[src/rtl/mux_pkg.sv]
// Shared definitions for the 2:1 stream arbiter and mux control stage.
//   SRC_A / SRC_B : encoding of the source tag and of the last-grant register.
//   LAST_RST      : last-grant value after reset. It points at B so that A wins
//                   the first contention.
package mux_pkg;

   localparam logic SRC_A    = 1'b0;
   localparam logic SRC_B    = 1'b1;
   localparam logic LAST_RST = SRC_B;

endpackage : mux_pkg

[src/rtl/rr_arb2.sv]
// Two-requester round-robin grant logic (purely combinational).
// Ports:
//   req_a, req_b : request from stream A / stream B
//   last         : source of the most recent transfer (SRC_A / SRC_B)
//   gnt_a, gnt_b : one-hot-or-zero grant
// A lone requester is always granted. When both request, the grant goes to
// whichever side did not win the previous transfer.
module rr_arb2
   import mux_pkg::*;
(
   input  logic req_a,
   input  logic req_b,
   input  logic last,
   output logic gnt_a,
   output logic gnt_b
);

   assign gnt_a = req_a & (~req_b | (last == SRC_B));
   assign gnt_b = req_b & (~req_a | (last == SRC_A));

endmodule : rr_arb2

[src/rtl/mux2to1_stream_arb.sv]
// Upstream control stage for the 2:1 mux datapath. It arbitrates two
// valid/ready streams round-robin, drives the mux select and registers the
// selected word into a single-entry output stage tagged with its source.
// Ports:
//   clk, rst                  : clock, synchronous active-high reset
//   a_data/a_valid/a_ready    : input stream A
//   b_data/b_valid/b_ready    : input stream B
//   sel                       : combinational mux select (0=A, 1=B)
//   y_data/y_valid/y_ready    : registered output stream
//   y_src                     : source of y_data (0=A, 1=B)
module mux2to1_stream_arb
   import mux_pkg::*;
#(
   parameter int W = 8
)
(
   input  logic         clk,
   input  logic         rst,
   input  logic [W-1:0] a_data,
   input  logic         a_valid,
   output logic         a_ready,
   input  logic [W-1:0] b_data,
   input  logic         b_valid,
   output logic         b_ready,
   output logic         sel,
   output logic [W-1:0] y_data,
   output logic         y_valid,
   input  logic         y_ready,
   output logic         y_src
);

   logic         y_valid_q, y_valid_d;
   logic [W-1:0] y_data_q,  y_data_d;
   logic         y_src_q,   y_src_d;
   logic         last_q,    last_d;

   logic         load;
   logic         gnt_a, gnt_b;
   logic         xfer;
   logic [W-1:0] mux_c;

   // The output register can take a word when empty or when its current word
   // leaves this cycle; this is what gives full throughput with no bubble.
   assign load = ~y_valid_q | y_ready;

   rr_arb2 u_arb (
      .req_a (a_valid),
      .req_b (b_valid),
      .last  (last_q),
      .gnt_a (gnt_a),
      .gnt_b (gnt_b)
   );

   assign sel     = gnt_b;
   assign a_ready = load & gnt_a;
   assign b_ready = load & gnt_b;
   assign xfer    = load & (gnt_a | gnt_b);

   // Gate-level mux form c = ~s&a | s&b, one bit at a time.
   for (genvar i = 0; i < W; i++) begin : g_mux
      assign mux_c[i] = (~sel & a_data[i]) | (sel & b_data[i]);
   end

   always_comb begin
      y_valid_d = y_valid_q;
      y_data_d  = y_data_q;
      y_src_d   = y_src_q;
      last_d    = last_q;
      if (load) begin
         if (xfer) begin
            y_valid_d = 1'b1;
            y_data_d  = mux_c;
            y_src_d   = sel;
            last_d    = sel;
         end else begin
            // Data and tag are kept so the bus never shows unqualified values.
            y_valid_d = 1'b0;
         end
      end
   end

   always_ff @(posedge clk) begin
      if (rst) begin
         y_valid_q <= 1'b0;
         y_data_q  <= '0;
         y_src_q   <= SRC_A;
         last_q    <= LAST_RST;
      end else begin
         y_valid_q <= y_valid_d;
         y_data_q  <= y_data_d;
         y_src_q   <= y_src_d;
         last_q    <= last_d;
      end
   end

   assign y_valid = y_valid_q;
   assign y_data  = y_data_q;
   assign y_src   = y_src_q;

endmodule : mux2to1_stream_arb

[config.mk]
export PLATFORM = sky130hd
export DESIGN_NAME = mux2to1_stream_arb
export DESIGN_NICKNAME = d
export VERILOG_FILES = /design/src/rtl/mux_pkg.sv /design/src/rtl/rr_arb2.sv /design/src/rtl/mux2to1_stream_arb.sv
export SDC_FILE = /design/constraint.sdc
export NUM_CORES = 1
export LEC_CHECK = 0
export CAP_MARGIN = 20
export CORE_MARGIN = 4
export CORE_UTILIZATION = 32
export DETAILED_ROUTE_END_ITERATION = 8
export PLACE_DENSITY = 0.77
export SYNTH_ARGS = -nofsm -noshare
export SYNTH_HDL_FRONTEND = slang
export SYNTH_HIERARCHICAL = 1
export SYNTH_SLANG_ARGS = --single-unit
[constraint.sdc]
create_clock -name clk -period 1.5 [get_ports clk]
set_input_delay 0.3 -clock clk [delete_from_list [all_inputs] [get_ports clk]]
set_output_delay 0.3 -clock clk [all_outputs]
set_load 0.1 [all_outputs]
# After elaboration in Yosys (flattened, before gate mapping)

Index checks and enable logic that the tools add are counted.

Reduce and logical (&&, ||, !) cells: 1
Multiplexer cells: 1
Bitwise gates (word level): 38

Operator list:

| cell                | number |
|---|---|
| 1-bit bitwise AND   | 21 |
| 1-bit OR            | 12 |
| 1-bit inverter      | 5 |
| 2-bit AND reduction | 1 |
| 1-bit two-way mux   | 1 |

Input port bits: 21
Word-level logic and storage cells: 44
Register bits after elaboration: 11
Output and inout port bits: 13

# Longest topological paths before layout

Gate-level depths: netlist of the first run.

Word-level depth: 6
Depth in mapped cells: 7
Depth with buffers taken out: 5

# Hierarchy

The synthesis of the first run kept the hierarchy.

By module, submodules not included:

| module             | area an instance (um^2) | sequential area each (um^2) | cells each | times used |
|---|---|---|---|---|
| mux2to1_stream_arb | 554.3                   | 220.2                       | 54         | 1 |
| rr_arb2            | 18.8                    | 0.0                         | 3          | 1 |

# Worst setup path before layout of the first run

Ideal clock, no wire load.

Kind: in2out
From: in b_valid
To: out b_ready
Required time: 1.200 ns
Data arrival time: 3.628 ns
Buffers on the path: 1
Cell stages on the path: 4
Path slack: -2.428 ns
Cell sequence: a21boi_0 > buf_6 > nand2_1 > inv_1

Word-level cells in the longest chain between the ends: 2

Ends and longest elaborated chain:

| element           | line                     | RTL |
|---|---|---|
| from (decl)       | mux2to1_stream_arb.sv:23 | `input logic b_valid,` |
| 1-bit bitwise AND | rr_arb2.sv:19            | `assign gnt_b = req_b & (~req_a \| (last == SRC_A));` |
| 1-bit bitwise AND | mux2to1_stream_arb.sv:56 | `assign b_ready = load & gnt_b;` |
| to (decl)         | mux2to1_stream_arb.sv:24 | `output logic b_ready,` |

No other way between the ends.

# Worst setup path after layout of the first run

From: reg last_q
To: out a_ready

Word-level cells in the longest chain between the ends: 3

Ends and longest elaborated chain:

| element                | line                     | RTL |
|---|---|---|
| from (decl)            | mux2to1_stream_arb.sv:35 | `logic last_q, last_d;` |
| from (signal assigned) | mux2to1_stream_arb.sv:92 | `last_q <= last_d;` |
| 1-bit OR               | rr_arb2.sv:18            | `assign gnt_a = req_a & (~req_b \| (last == SRC_B));` |
| 1-bit bitwise AND      | rr_arb2.sv:18            |  |
| named net gnt_a        | mux2to1_stream_arb.sv:38 | `logic gnt_a, gnt_b;` |
| 1-bit bitwise AND      | mux2to1_stream_arb.sv:55 | `assign a_ready = load & gnt_a;` |
| to (decl)              | mux2to1_stream_arb.sv:21 | `output logic a_ready,` |

The timed path passes the listed nets, and every way through them passes these cells.

==> summary.txt, run 1 <==
synth top area cells -> dfxtp_1 38%, a211oi_2 17%, mux2i_1 14%
final number of max-transition violations -> 0
clk buf depth -> 2
detailed placement HPWL -> 1300 µm
Die Width -> 50.3 µm
average wire per standard cell -> 13.3 µm
Synthesis Warnings -> 6
unrepaired setup endpoints after global routing -> true
GRT Total Usage -> 0.150
clk_lat worst skew -> 0.27 ns
routed wire length -> 1680 µm
VDD IR max -> 0.729 mV
Die Y -> 50.3 µm
Root Buffer -> clkbuf_4
n_diodes -> 0
DRT antenna net count -> 0
Min-Delay Path Depth -> 2
status -> finished, final reports clean
final setup vio count -> 0
first-pass GRT wire length -> 2820 µm
design internal power -> 0.685 mW
WL met3 -> 153 µm
synthesized area -> 573 µm²
CTS Hold Bufs -> 0
worst-path maximum fanout -> 3
number of fill cells -> 129
Period minus WS final -> 1.46 ns
Critical Path RT -> 1.20 ns
largest net degree at the start of global routing -> 10
vias -> 589
Cell Rows -> 15
Hold Crit Class -> reg2reg
#FFs+latches synth -> 11
global placement routability congestion -> 0.664
sequential share of power -> 0.301
share of cells above drive strength 1 -> 0.465
family with the most delay on the worst path -> flip-flops
CTS tree -> yes
critical path, cell by cell -> inv_1 -> a21boi_2 -> inv_2 -> nor2_4 -> buf_12
initial antenna violation count -> 0
Avg Cell Area, Syn -> 10.1 µm²
max-cap viol count -> 0
final instance area -> 1190 µm²
Final Cycle Share -> 0.974
WS Path Type -> reg2out
area growth from synthesis to layout -> 108%
Post-Syn Nets -> 78
area of the die -> 2530 µm²
number of buffers and inverters on the critical path -> 3
Setup Skew -> 0.00494 ns
Pleak -> 0.485 nW
top cell type by total area after synthesis -> dfxtp_1
Yosys cell types -> 17
DR pass1 iterations -> 4
initial core utilization -> 0.336
dpl cell area -> 1130 µm²
Crit-path slowest cell -> dfxtp_4
kind of end point of the critical path -> output port
H-tree depth -> 1
Worst path max stage delay -> 0.36 ns
via/cell ratio -> 4.67
relative slew slack -> 0.876
Max Clk Rate -> 685 MHz
CP Launch Type -> flip-flop
Clk network pwr share -> 0.173
worst path arrival time -> 1.16 ns
Top Ports -> 34
DRC -> 0
vias in the first global route -> 661
post-synth top area share -> 0.384
clk slew on worst S/H paths -> 0.07 ns
length of routed wiring on met1 -> 635 µm
Num CTS Buffers -> 3
Worst Reg-to-Reg Cells -> 6
grt ovf -> 0
combinational share of power -> 0.526
Power Dens Cells -> 997 nW/µm²
CP Depth -> 5
Core ar. -> 1710 µm²
Iteration-0 DRC Markers -> 2
cells after synthesis -> 57
switching pwr -> 0.502 mW
metal2 WL -> 836 µm
Hold Fails Final Rpt -> 0
PortBufs -> 33
register area share after synthesis -> 0.384
nets -> 123
Sink Count -> 11
worst slew pin tran -> 0.181 ns
Finished Core Util -> 0.697
switching part of the total -> 0.423
Highest Signal Layer -> met4
-- registers in the layout (all words and copies together), names as in the netlist --
name / count
y_data: 8
last_q: 1
y_src: 1
y_valid: 1
-- metrics by stage --
| stage | hold WS [ns] | TNS, ns | setup WS [ns] | cells | total power [mW] |
|---|---|---|---|---|---|
| CTS | 0.531 | 0 | 0.00956 | 125 | 1.19 |
| detailed placement | 0.521 | -2.51 | -0.235 | 119 | 0.976 |
| floorplan | 0.406 | -3.44 | -0.374 | 57 | 0.733 |
| finish | 0.520 | 0 | 0.0397 | 126 | 1.19 |
| global route | 0.557 | -0.0378 | -0.0221 | 126 | 1.24 |
| global placement | 0.511 | -2.02 | -0.209 | 119 | 0.969 |
-- layer usage --
metal | vias to the layer above | GRT usage
met4 | 0 | 0.103
met1 | 268 | 0.145
met5 | - | 0
met3 | 6 | 0.0475
li1 | 289 | -
met2 | 26 | 0.267
-- final cells by class --
class                   instances  area [µm²]  area share
well taps                      25        31.3      0.0263
flip-flops and latches         11         228       0.191
repair buffers                 45         551       0.462
clock buffers                   4        26.3      0.0221
multi-input cells              38         340       0.286
inverters                       3        15.0      0.0126
-- power groups by stage --
| stage | logic [mW] | clock network [mW] | registers, mW |
|---|---|---|---|
| global placement | 0.605 | 0 | 0.364 |
| CTS | 0.622 | 0.212 | 0.359 |
| floorplan | 0.185 | 0 | 0.548 |
| finish | 0.625 | 0.205 | 0.358 |
| detailed placement | 0.613 | 0 | 0.363 |
| global route | 0.648 | 0.228 | 0.362 |
-- cell usage in the layout, fill, tap and decap left out --
cell type,instances
clkdlybuf4s50_1,17
buf_12,13
buf_4,11
a21oi_1,9
dfxtp_1,9
mux2i_1,8
a211oi_2,8
clkbuf_4,3
dlygate4sd2_1,3
nor2_1,2
o21ai_0,2
dfxtp_4,2
inv_2,1
nor2b_2,1
nor2_4,1
nand2b_4,1
nand2_4,1
clkinvlp_4,1
or2_1,1
and2_4,1
nand3b_1,1
clkbuf_1,1
buf_6,1
a21boi_4,1
inv_1,1
a21boi_2,1
-- repair_timing --
item	4_1_cts	5_1_grt
buffers inserted	2	1
resized for setup	7	2
cloned	0	0
pin swaps	1	2
setup endpoints to repair	3	2
-- path summary, 6_finish.rpt --
kind / startpoint / to / slack [ns]
max: last_q / a_ready / 0.04
min: y_src / y_src / 0.52
max reg2reg: last_q / y_data[7] / 0.14
min reg2reg: y_src / y_src / 0.52
-- worst reg2reg max path: stages, from the launching register on --
cell and delay [ns]:
dfxtp_4 0.36, a21boi_4 0.07, buf_4 0.15, or2_1 0.26, buf_4 0.17, a21oi_1 0.18
a211oi_2 0.06
-- Yosys cell counts (all sizes together) --
library cell	count
dfxtp	11
a21oi	9
a211oi	8
mux2i	8
buf	3
inv	3
nor2	3
a21boi	2
clkbuf	2
o21ai	2
and2	1
nand2	1
nand2b	1
nand3b	1
nor2b	1
or2	1
-- cells by family after synthesis --
| logic type | Yosys count | share of synthesized area |
|---|---|---|
| AOI/OAI and AO/OA | 21 | 0.297 |
| DFF | 11 | 0.384 |
| and+or+nand+nor | 9 | 0.0874 |
| muxes | 8 | 0.140 |
| buffers and inverters | 8 | 0.0917 |
(Power assumes the default switching activity.)
==> inputs of run 2 (changes only) <==
--- a/config.mk
+++ b/config.mk
@@ -9,7 +9,7 @@
 export CORE_MARGIN = 4
 export CORE_UTILIZATION = 32
 export DETAILED_ROUTE_END_ITERATION = 8
-export PLACE_DENSITY = 0.77
+export PLACE_DENSITY = 0.71
 export SYNTH_ARGS = -nofsm -noshare
 export SYNTH_HDL_FRONTEND = slang
 export SYNTH_HIERARCHICAL = 1
==> run 2 against run 1 <==
Effect of this change:
- final cell count shrank 3.2%
- total power is 1.7% lower
- worst setup slack worse by 0.020 ns
- sequential power barely moved
- wire length shrank 13%
- final area down 2.7%
- sequential share of layout area increased by 0.54 points
- global-route usage shrank 2.6 points
- worst hold slack got worse by 0.0035 ns
- critical path type unchanged
- largest power group unchanged
==> summary.txt, run 2 (synthesis results as in run 1) <==
clk buf depth -> 2 (unchanged)
Hold Fails Final Rpt -> 0 (unchanged)
Sink Count -> 11 (unchanged)
critical path, cell by cell -> inv_2 -> a21boi_2 -> inv_2 -> nor2_4 -> buf_12 (was inv_1 -> a21boi_2 -> inv_2 -> nor2_4 -> buf_12)
final setup vio count -> 0 (unchanged)
Root Buffer -> clkbuf_4 (unchanged)
via/cell ratio -> 4.61 (was 4.67)
kind of end point of the critical path -> output port (unchanged)
final number of max-transition violations -> 0 (unchanged)
area of the die -> 2530 µm² (unchanged)
relative slew slack -> 0.822 (was 0.876)
Most common cell on crit path -> inv_2
CP Launch Type -> flip-flop (unchanged)
CTS tree -> yes (unchanged)
Max Clk Rate -> 675 MHz (was 685 MHz)
Worst Reg-to-Reg Cells -> 5 (was 6)
DRT antenna net count -> 0 (unchanged)
first-pass GRT wire length -> 2440 µm (was 2820 µm)
CTS Hold Bufs -> 0 (unchanged)
Min-Delay Path Depth -> 2 (unchanged)
status -> finished, final reports clean (unchanged)
Reg2Reg Capture Point -> y_data[6] (was y_data[7])
Die Y -> 50.3 µm (unchanged)
commonest non-fill, non-tap cells in the layout -> 17 x clkdlybuf4s50_1, 13 x buf_12, 9 x a21oi_1, 9 x dfxtp_1 (was 17 x clkdlybuf4s50_1, 13 x buf_12, 11 x buf_4)
WS Path Type -> reg2out (unchanged)
grt ovf -> 0 (unchanged)
Setup Skew -> 0.00356 ns (was 0.00494 ns)
vias in the first global route -> 577 (was 661)
Hold Crit Class -> reg2reg (unchanged)
hold_ws -> 0.516 ns (was 0.520 ns)
Post-Layout Cell Count -> 122 (was 126)
Num CTS Buffers -> 3 (unchanged)
nets -> 119 (was 123)
clk_lat worst skew -> 0.26 ns (was 0.27 ns)
reg-to-reg slack, setup -> 0.21 ns (was 0.14 ns)
Final Cycle Share -> 0.987 (was 0.974)
FF-to-FF Start -> last_q (unchanged)
area growth from synthesis to layout -> 102% (was 108%)
family with the most delay on the worst path -> flip-flops (unchanged)
average wire per standard cell -> 11.9 µm (was 13.3 µm)
routed wire length -> 1450 µm (was 1680 µm)
worst-path maximum fanout -> 3 (unchanged)
Final WS setup -> 0.0193 ns (was 0.0397 ns)
clk slew on worst S/H paths -> 0.07 ns (about the same)
Iteration-0 DRC Markers -> 6 (was 2)
DRC -> 0 (unchanged)
Worst Hold Launch -> y_src (unchanged)
total power -> 1.17 mW (was 1.19 mW)
largest net degree at the start of global routing -> 12 (was 10)
global placement routability congestion -> 0.679 (was 0.664)
DR pass1 iterations -> 4 (unchanged)
VDD IR max -> 0.818 mV (was 0.729 mV)
GRT Total Usage -> 0.124 (was 0.150)
n_diodes -> 0 (unchanged)
Fin Setup TNS -> 0 ns (unchanged)
Core ar. -> 1710 µm² (unchanged)
Crit-path slowest cell -> dfxtp_4 (unchanged)
vias -> 563 (was 589)
worst path arrival time -> 1.18 ns (was 1.16 ns)
worst slack, placed -> -0.249 ns (was -0.235 ns)
Cells after DPL -> 117 (was 119)
initial antenna violation count -> 0 (unchanged)
Critical Path RT -> 1.20 ns (about the same)
Die Width -> 50.3 µm (unchanged)
share of cells above drive strength 1 -> 0.443 (was 0.465)
Cell Rows -> 15 (unchanged)
initial core utilization -> 0.336 (unchanged)
Worst path max stage delay -> 0.37 ns (was 0.36 ns)
H-tree depth -> 1 (unchanged)
unrepaired setup endpoints after global routing -> true (unchanged)
PortBufs -> 33 (unchanged)
Pleak -> 0.464 nW (was 0.485 nW)
Period minus WS final -> 1.48 ns (was 1.46 ns)
leading cell type in the layout, fill and taps excluded -> clkdlybuf4s50_1 (unchanged)
Power Dens Cells -> 1010 nW/µm² (was 997 nW/µm²)
max reg flops -> 8 (unchanged)
worst slew pin tran -> 0.267 ns (was 0.181 ns)
Hold EP -> y_src (unchanged)
max-cap viol count -> 0 (unchanged)
detailed placement HPWL -> 1130 µm (was 1300 µm)
Top Ports -> 34 (unchanged)
number of buffers and inverters on the critical path -> 3 (unchanged)
run 2: per-layer routing:
| metal | vias to the layer above | part of all wire | GRT usage |
|---|---|---|---|
| met5 | - | 0 | 0 |
| met4 | 0 | 0.012 | 0.0404 |
| met3 | 2 | 0.067 | 0.0445 |
| met2 | 22 | 0.44 | 0.198 |
| met1 | 253 | 0.48 | 0.153 |
| li1 | 286 | - | - |
run 2: worst register-to-register path: stages, from the launching register on:
cell	delay, ns
dfxtp_4	0.36
a21boi_4	0.20
buf_6	0.14
buf_4	0.15
mux2i_1	0.23
a211oi_2	0.09
run 2: per-stage QoR:
| stage | utilization | area [µm²] |
|---|---|---|
| after detailed placement | 0.651 | 1110 |
| final | 0.678 | 1160 |
| after floorplan | - | 608 |
| after global placement | 0.651 | 1110 |
| after global routing | 0.678 | 1160 |
| after CTS | 0.677 | 1160 |
run 2: area by class of cell:
cell class	instances	area (µm²)
repair buffers	41	520
inverters	3	15.0
multi-input cells	38	338
clock buffers	4	26.3
well taps	25	31.3
fillers	128	549
flip-flops and latches	11	228
run 2: what timing repair did:
item / 4_1_cts / 5_1_grt
buffers inserted: 1 / 0
endpoints found under the setup margin: 3 / 2
pin swaps: 1 / 1
resized for setup: 7 / 2
run 2: report_power, final:
part | internal, mW | switching (mW)
logic | 0.250 | 0.359
registers | 0.323 | 0.0347
clock network | 0.103 | 0.0986
total | 0.675 | 0.492
run 2: how the worst max path moves through the flow:
stage | startpoint | endpoint | slack [ns] | cells after the start
5_1_grt | last_q | a_ready | -0.02 | 5
2_1_floorplan | last_q | b_ready | -0.37 | 4
3_5_place_dp | a_valid | a_ready | -0.25 | 5
6_report | last_q | a_ready | 0.02 | 5
3_3_place_gp | a_valid | a_ready | -0.22 | 5
4_1_cts | last_q | a_ready | -0.002 | 5
